[src/rtl/serial_divu.sv]
// Multi-cycle unsigned radix-2 restoring divider with stream handshakes.
// Result is {quotient, remainder}; divide-by-zero is flagged on tuser and short-circuited.
module serial_divu #(
   parameter int WIDTH = 32
) (
   input  logic               clock,
   input  logic               reset,
   input  logic               s_axis_dividend_tvalid,
   output logic               s_axis_dividend_tready,
   input  logic [WIDTH-1:0]   s_axis_dividend_tdata,
   input  logic               s_axis_divisor_tvalid,
   output logic               s_axis_divisor_tready,
   input  logic [WIDTH-1:0]   s_axis_divisor_tdata,
   output logic               m_axis_dout_tvalid,
   input  logic               m_axis_dout_tready,
   output logic [2*WIDTH-1:0] m_axis_dout_tdata,
   output logic               m_axis_dout_tuser,
   output logic               busy
);

   localparam int CW = (WIDTH > 1) ? $clog2(WIDTH) : 1;

   typedef enum logic [1:0] {IDLE, RUN, DONE} state_t;

   state_t             state_q, state_d;
   logic [WIDTH-1:0]   q_q, q_d;
   logic [WIDTH:0]     r_q, r_d;
   logic [WIDTH-1:0]   dsr_q, dsr_d;
   logic [CW-1:0]      cnt_q, cnt_d;
   logic [2*WIDTH-1:0] tdata_q, tdata_d;
   logic               tuser_q, tuser_d;

   logic               s_tready, accept, ge;
   logic [WIDTH:0]     r_sh, r_nx;
   logic [WIDTH-1:0]   q_nx;

   // One restoring step: shift in the next dividend bit, subtract if it fits.
   always_comb begin
      r_sh = {r_q[WIDTH-1:0], q_q[WIDTH-1]};
      ge   = (r_sh >= {1'b0, dsr_q});
      r_nx = ge ? (r_sh - {1'b0, dsr_q}) : r_sh;
      q_nx = {q_q[WIDTH-2:0], ge};
   end

   assign s_tready = (state_q == IDLE) | ((state_q == DONE) & m_axis_dout_tready);
   assign accept   = s_tready & s_axis_dividend_tvalid & s_axis_divisor_tvalid;

   always_comb begin
      state_d = state_q;
      q_d     = q_q;
      r_d     = r_q;
      dsr_d   = dsr_q;
      cnt_d   = cnt_q;
      tdata_d = tdata_q;
      tuser_d = tuser_q;
      // Accept covers both the idle start and the overlapped restart from DONE.
      if (accept) begin
         if (s_axis_divisor_tdata == '0) begin
            state_d = DONE;
            tdata_d = {{WIDTH{1'b1}}, s_axis_dividend_tdata};
            tuser_d = 1'b1;
         end else begin
            state_d = RUN;
            q_d     = s_axis_dividend_tdata;
            dsr_d   = s_axis_divisor_tdata;
            r_d     = '0;
            cnt_d   = '0;
         end
      end else begin
         case (state_q)
            RUN: begin
               q_d   = q_nx;
               r_d   = r_nx;
               cnt_d = cnt_q + CW'(1);
               if (cnt_q == CW'(WIDTH-1)) begin
                  tdata_d = {q_nx, r_nx[WIDTH-1:0]};
                  tuser_d = 1'b0;
                  state_d = DONE;
               end
            end
            DONE: if (m_axis_dout_tready) state_d = IDLE;
            default: ;
         endcase
      end
   end

   always_ff @(posedge clock or negedge reset) begin
      if (!reset) begin
         state_q <= IDLE;
         q_q     <= '0;
         r_q     <= '0;
         dsr_q   <= '0;
         cnt_q   <= '0;
         tdata_q <= '0;
         tuser_q <= 1'b0;
      end else begin
         state_q <= state_d;
         q_q     <= q_d;
         r_q     <= r_d;
         dsr_q   <= dsr_d;
         cnt_q   <= cnt_d;
         tdata_q <= tdata_d;
         tuser_q <= tuser_d;
      end
   end

   assign s_axis_dividend_tready = s_tready;
   assign s_axis_divisor_tready  = s_tready;
   assign m_axis_dout_tvalid     = (state_q == DONE);
   assign m_axis_dout_tdata      = tdata_q;
   assign m_axis_dout_tuser      = tuser_q;
   assign busy                   = (state_q != IDLE);

endmodule

[config.mk]
export PLATFORM = sky130hd
export DESIGN_NAME = serial_divu
export DESIGN_NICKNAME = d
export VERILOG_FILES = /design/src/rtl/serial_divu.sv
export SDC_FILE = /design/constraint.sdc
export NUM_CORES = 1
export LEC_CHECK = 0
export BUFFER_PORTS_ARGS = -buffer_cell sky130_fd_sc_hd__buf_2
export CORE_ASPECT_RATIO = 1.2
export CORE_UTILIZATION = 50
export CTS_CLUSTER_SIZE = 25
export DETAILED_ROUTE_END_ITERATION = 10
export HOLD_SLACK_MARGIN = 0.06
export PLACE_DENSITY = 0.72
export SYNTH_ARGS = -nofsm -noshare
export SYNTH_HDL_FRONTEND = slang
export SYNTH_SLANG_ARGS = --single-unit
[constraint.sdc]
create_clock -name clock -period 7.9 [get_ports clock]
set_input_delay 1.185 -clock clock [delete_from_list [all_inputs] [get_ports clock]]
set_output_delay 1.185 -clock clock [all_outputs]
set_load 0.01 [all_outputs]
### Word-level counts from Yosys, hierarchy flattened

Index checks and enable logic that the tools add are counted.

* flip-flop bits (word level): 168
* latch bits: 0
* RAM bits: 0
* memory bits (read-only): 0
* bits of input ports: 69
* output and inout port bits: 69
* word-level logic and storage cells: 55
* memories: 0

* add/subtract/negate cells: 2
* multiply operators: 0
* div/mod/pow operators: 0
* order comparisons: 1
* equal/unequal tests: 7
* shift operators: 0
* mux-type cells: 23
* bitwise operators: 5
* reduce and logical (&&, ||, !) cells: 10

Operator list (count)
* two-way mux 64 bit: 4
* two-way mux 32 bit: 7
* greater-or-equal comparator 33 x 32 -> 1 bit: 1
* zero test 32 bit: 1
* subtractor 32 bit: 1
* two-way mux 5 bit: 3
* two-way mux 2 bit: 4
* AND reduction 3 bit: 2
* nonzero test 2 bit: 3
* adder 5 x 1 -> 5 bit (second input constant): 1
* equality test 5 bit (second input constant): 1
* two-way mux 1 bit: 4
* case mux 2 bit (2 select lines): 1
* AND reduction 2 bit: 2
* AND 1 bit: 3
* inequality test 3 x 1 -> 1 bit (second input constant): 1
* inequality test 3 bit (second input constant): 1
* nonzero test 3 bit: 1
* equality test 2 x 1 -> 1 bit (second input constant): 1
* equality test 2 bit (second input constant): 1
* zero test 2 bit: 1
* inequality test 2 x 1 -> 1 bit (second input constant): 1
* inequality test 2 bit (second input constant): 1
* NOT 1 bit: 1
* bitwise OR 1 bit: 1

### Logic depth before layout (Yosys ltp)

* depth after elaboration: 7
* gate-level depth with buffers: 13
* mapped depth without buffers: 11

### Worst setup path before layout

Ideal clock, no wire load.

* path kind: input-to-reg
* start: in m_axis_dout_tready
* end: reg tdata_q[10], in the netlist m_axis_dout_tdata[10]
* library setup time: 141 ps
* data arrival time: 2886 ps
* required time: 7759 ps
* path slack: 4873 ps
* cell stages on the path: 8
* path through: inv_1 a21oi_1 nand3_1 nor3_1 nand2b_1 buf_2 clkbuf_1 a31oi_1

* longest elaborated chain between the ends: 6
* elaborated cells on any way between the ends: 9
* those cells by class: 1 x eq/ne; 1 x mux; 4 x bitwise; 3 x reduce/logical

RTL lines
* start: declaration: line 15 `input logic m_axis_dout_tready,`
* AND 1 bit *: line 45 `assign s_tready = (state_q == IDLE) | ((state_q == DONE) & m_axis_dout_tready);`
* bitwise OR 1 bit *: line 45
* named net s_axis_dividend_tready: line 9 `output logic s_axis_dividend_tready,`
* AND 1 bit * (2 in a row): line 46 `assign accept = s_tready & s_axis_dividend_tvalid & s_axis_divisor_tvalid;`
* inequality test 2 x 1 -> 1 bit (no source line) / nonzero test 2 bit (equally long branches)
* AND reduction 3 bit (no source line)
* end signal: assignment: line 102 `tdata_q <= tdata_d;`
* end: declaration: line 30 `logic [2*WIDTH-1:0] tdata_q, tdata_d;`

The timed path passes the listed nets; every way through them passes the cells marked *.
A chain may end at the register's enable or synchronous reset.

### Worst setup path in the final report

* start: in m_axis_dout_tready
* end: reg q_q[28]

* longest elaborated chain between the ends: 6
* elaborated cells on any way between the ends: 8
* those cells by class: 1 x eq/ne; 1 x mux; 4 x bitwise; 2 x reduce/logical

RTL lines
* AND 1 bit *: line 45
* bitwise OR 1 bit *: line 45
* AND 1 bit * (2 in a row): line 46
* inequality test 2 bit (no source line) / nonzero test 2 bit (equally long branches)
* AND reduction 2 bit (no source line)
* end signal: assignment: line 98 `q_q <= q_d;`
* end: declaration: line 26 `logic [WIDTH-1:0] q_q, q_d;`

Every way passes the cells marked *; elsewhere a longest branch is shown, timed or not.

==> flow_metrics.tcl <==
set metrics [dict create \
    grt_util_all_layers_pct 25.7 \
    critPathCaptureType "register" \
    skew_ns 0.00774 \
    ys.flop_type "dfrtp_1" \
    fp.dieH_um 148 \
    ys_seq_area_share_pct 47.2 \
    rrSetupSlack_ns 4.40 \
    clock-sinks 168 \
    vias 7670 \
    fin_crit_sh_pct 48.4 \
    cts_tree "built" \
    worstSkewPairLatency_ns 0.43 \
    synth_nets 1091 \
    final_nets 1199 \
    grt_pass1_vias 7165 \
    synthDominantCellAreaShare_pct 47.2 \
    share_seq_of_total_power_pct 27.3 \
    comb_power_share_pct 56.7 \
    start_util_pct 50.9 \
    synth_edf_count 0 \
    ys_warn_count 0 \
    internal_power_w 0.00321 \
    num_antenna_cells 0 \
    hold_depth 2 \
    pwr-share-clk_pct 16.0 \
    synth_area_per_cell_sq_um 9.03 \
    wl_per_cell_um 17.0 \
    mostFrequentLayoutCells "dfrtp_1, nand2_1, buf_2" \
    maxCapViolCount 0 \
    cts_buffers 17 \
    die_x_um 124 \
    power_density_nw_per_um2 568 \
    p_leak_nw 4.93 \
    postPlaceCellArea_sq_um 9710 \
    yosys.area.top_type "dfrtp_1" \
    power_w 0.00589 \
    setup_viol 0 \
    swShare_pct 45.5 \
    drt_iter0_drc 691 \
    synth_seq_cells 168 \
    rsz0062_at_grt "no" \
    routed_via_density 5.78 \
    tns_ns 0 \
    dp_slack_ns 3.70 \
    fin_cells 1327 \
    startpoint_type "primary input" \
    synthTopCellsByArea "dfrtp_1, nand2_1, a31oi_1, nor2_1, ha_1" \
    synthCells 987 \
    dr.pass1.iters 5 \
    gp_congestion 0.967 \
    slew_headroom_pct 39.9 \
    slew_viol_final 0 \
    fp-row-count 53 \
    cts_setup_buffers 0 \
    grt_pass1_wl_mm 36.7 \
    min_path_type "register to register" \
    dieArea_sq_um 18400 \
    rr_worst_depth 9 \
    area_delta_synth_final_pct 16.4 \
    worst_slack_ns 4.08 \
    clk_path_buf_depth 2 \
    drc_errors 0 \
    worst_slew_pin_slew_ns 0.902 \
    clkTransAtPathRegs_ns 0.07 \
    max_freq_mhz 262 \
    period_needed_ns 3.82 \
    ant_nets 0 \
    grt_remaining_overflow 0 \
    core_sq_um 17500 \
    async_flop_share_pct 100 \
    synth_area_sq_um 8910 \
    antenna_found_initial 0 \
    irDropWorstVdd_uv 226 \
    final_common_cell "dfrtp_1" \
    synth_cell_types 67 \
    cts_root_buf "clkbuf_16" \
    drt_wl_total_mm 22.6 \
    cts_resized 0 \
    worst_ep_required_time_ns 8.25 \
    dp_cells 1296 \
    outcome "finished clean" \
    ios 138 \
    crit_fanout 71 \
    layout-drive-gt1-share_pct 20.8 \
    worstPathArrival_ns 4.17 \
    path_class "primary input to register" \
    dp_hpwl_mm 16.4 \
    postCtsHoldBufs 0 \
    io_buffers 137 \
    grt_max_degree 98 \
    finalHoldViolCount 0 \
    p_switching_w 0.00268 \
    fin_area_sq_um 10400 \
    htree_levels 4 \
]
[Yosys cell counts, types with 3 or more instances]
cell type  instances
nand2b_1           4
dfrtp_1          168
a21o_1             9
nor2_1           116
a31o_2             4
and2_1             5
nor3_1             6
nand2_1          166
a31oi_1           71
o21a_1             6
buf_2             17
nor4_1            10
nand4_1           13
a22oi_1           22
o21bai_1           3
mux2i_1            5
a41oi_1            5
a21oi_1           65
ha_1              34
xnor2_1           14
buf_4              3
inv_1             39
xor2_1            11
nand3_1           14
a21boi_0           4
clkbuf_1          31
mux2_2            32
o21ai_0           54
or2_2              3
nor2b_1            4
[through the flow]
step	utilization (%)	hold WS [ns]
finish	59.3	0.459
global route	59.3	0.492
CTS	59.3	0.465
detailed placement	55.5	0.451
global placement	55.5	0.444
floorplan	-	0.473
[power by group through the flow]
stage / Combinational (W) / Sequential [W] / Clock [W]
2_1_floorplan: 0.00245 / 0.00159 / 0
3_3_place_gp: 0.00324 / 0.00160 / 0
3_5_place_dp: 0.00330 / 0.00162 / 0
4_1_cts: 0.00332 / 0.00161 / 0.000954
5_1_grt: 0.00373 / 0.00167 / 0.000986
6_report: 0.00334 / 0.00161 / 0.000940
[kinds of logic (layout without fill, tap and decap cells)]
| kind of cell | count (synthesis) | after routing | synth area share [%] |
|---|---|---|---|
| adders and majority gates | 35 | 35 | 5.00 |
| xor gates and xnor gates | 25 | 25 | 2.46 |
| buffers and inverters | 95 | 215 | 4.48 |
| DFF | 168 | 168 | 47.2 |
| muxes | 37 | 37 | 4.60 |
| AOI/OAI and AO/OA | 272 | 272 | 19.3 |
| and+or+nand+nor | 355 | 355 | 17.0 |
[per-layer routing]
metal	track usage [%]	routed length, um	vias up
met1	37.8	10800	3667
met4	8.61	435	0
met2	38.6	10100	255
met3	4.06	1190	26
met5	0	0	-
li1	-	-	3722
[critical path, stage by stage]
cell     delay, ns
buf_2         0.08
inv_1         0.04
a21oi_1       0.22
and3_2        0.22
buf_4         0.55
o21ai_4       0.09
buf_4         0.30
nand2_4       0.56
buf_4         0.58
nor2_1        0.11
a31oi_1       0.16
[area by class of cell]
class | count | area, sq um
Clock buffer | 19 | 453
Fill cell | 1555 | 7130
Clock inverter | 12 | 211
Sequential cell | 168 | 4200
Tap cell | 220 | 275
Inverter | 39 | 146
Multi-Input combinational cell | 724 | 4340
Timing Repair Buffer | 145 | 752
[state kept, by name (all words and copies together) (netlist names)]
name,count
m_axis_dout_tdata,64
dsr_q,32
q_q,32
r_q,32
cnt_q,5
state_q,2
m_axis_dout_tuser,1
[path summary, 6_finish.rpt]
kind | startpoint | endpoint
hold reg to reg | m_axis_dout_tdata[40]$_DFFE_PN0P_ | m_axis_dout_tdata[40]$_DFFE_PN0P_
hold / removal | m_axis_dout_tdata[40]$_DFFE_PN0P_ | m_axis_dout_tdata[40]$_DFFE_PN0P_
setup / recovery | m_axis_dout_tready | q_q[28]$_DFFE_PN0P_
max in group asynchronous | reset | dsr_q[0]$_DFFE_PN0P_
min in group asynchronous | reset | m_axis_dout_tdata[56]$_DFFE_PN0P_
setup reg to reg | state_q[0]$_DFFE_PN0P_ | q_q[28]$_DFFE_PN0P_
Note: power is estimated with default switching activity, not from simulation.
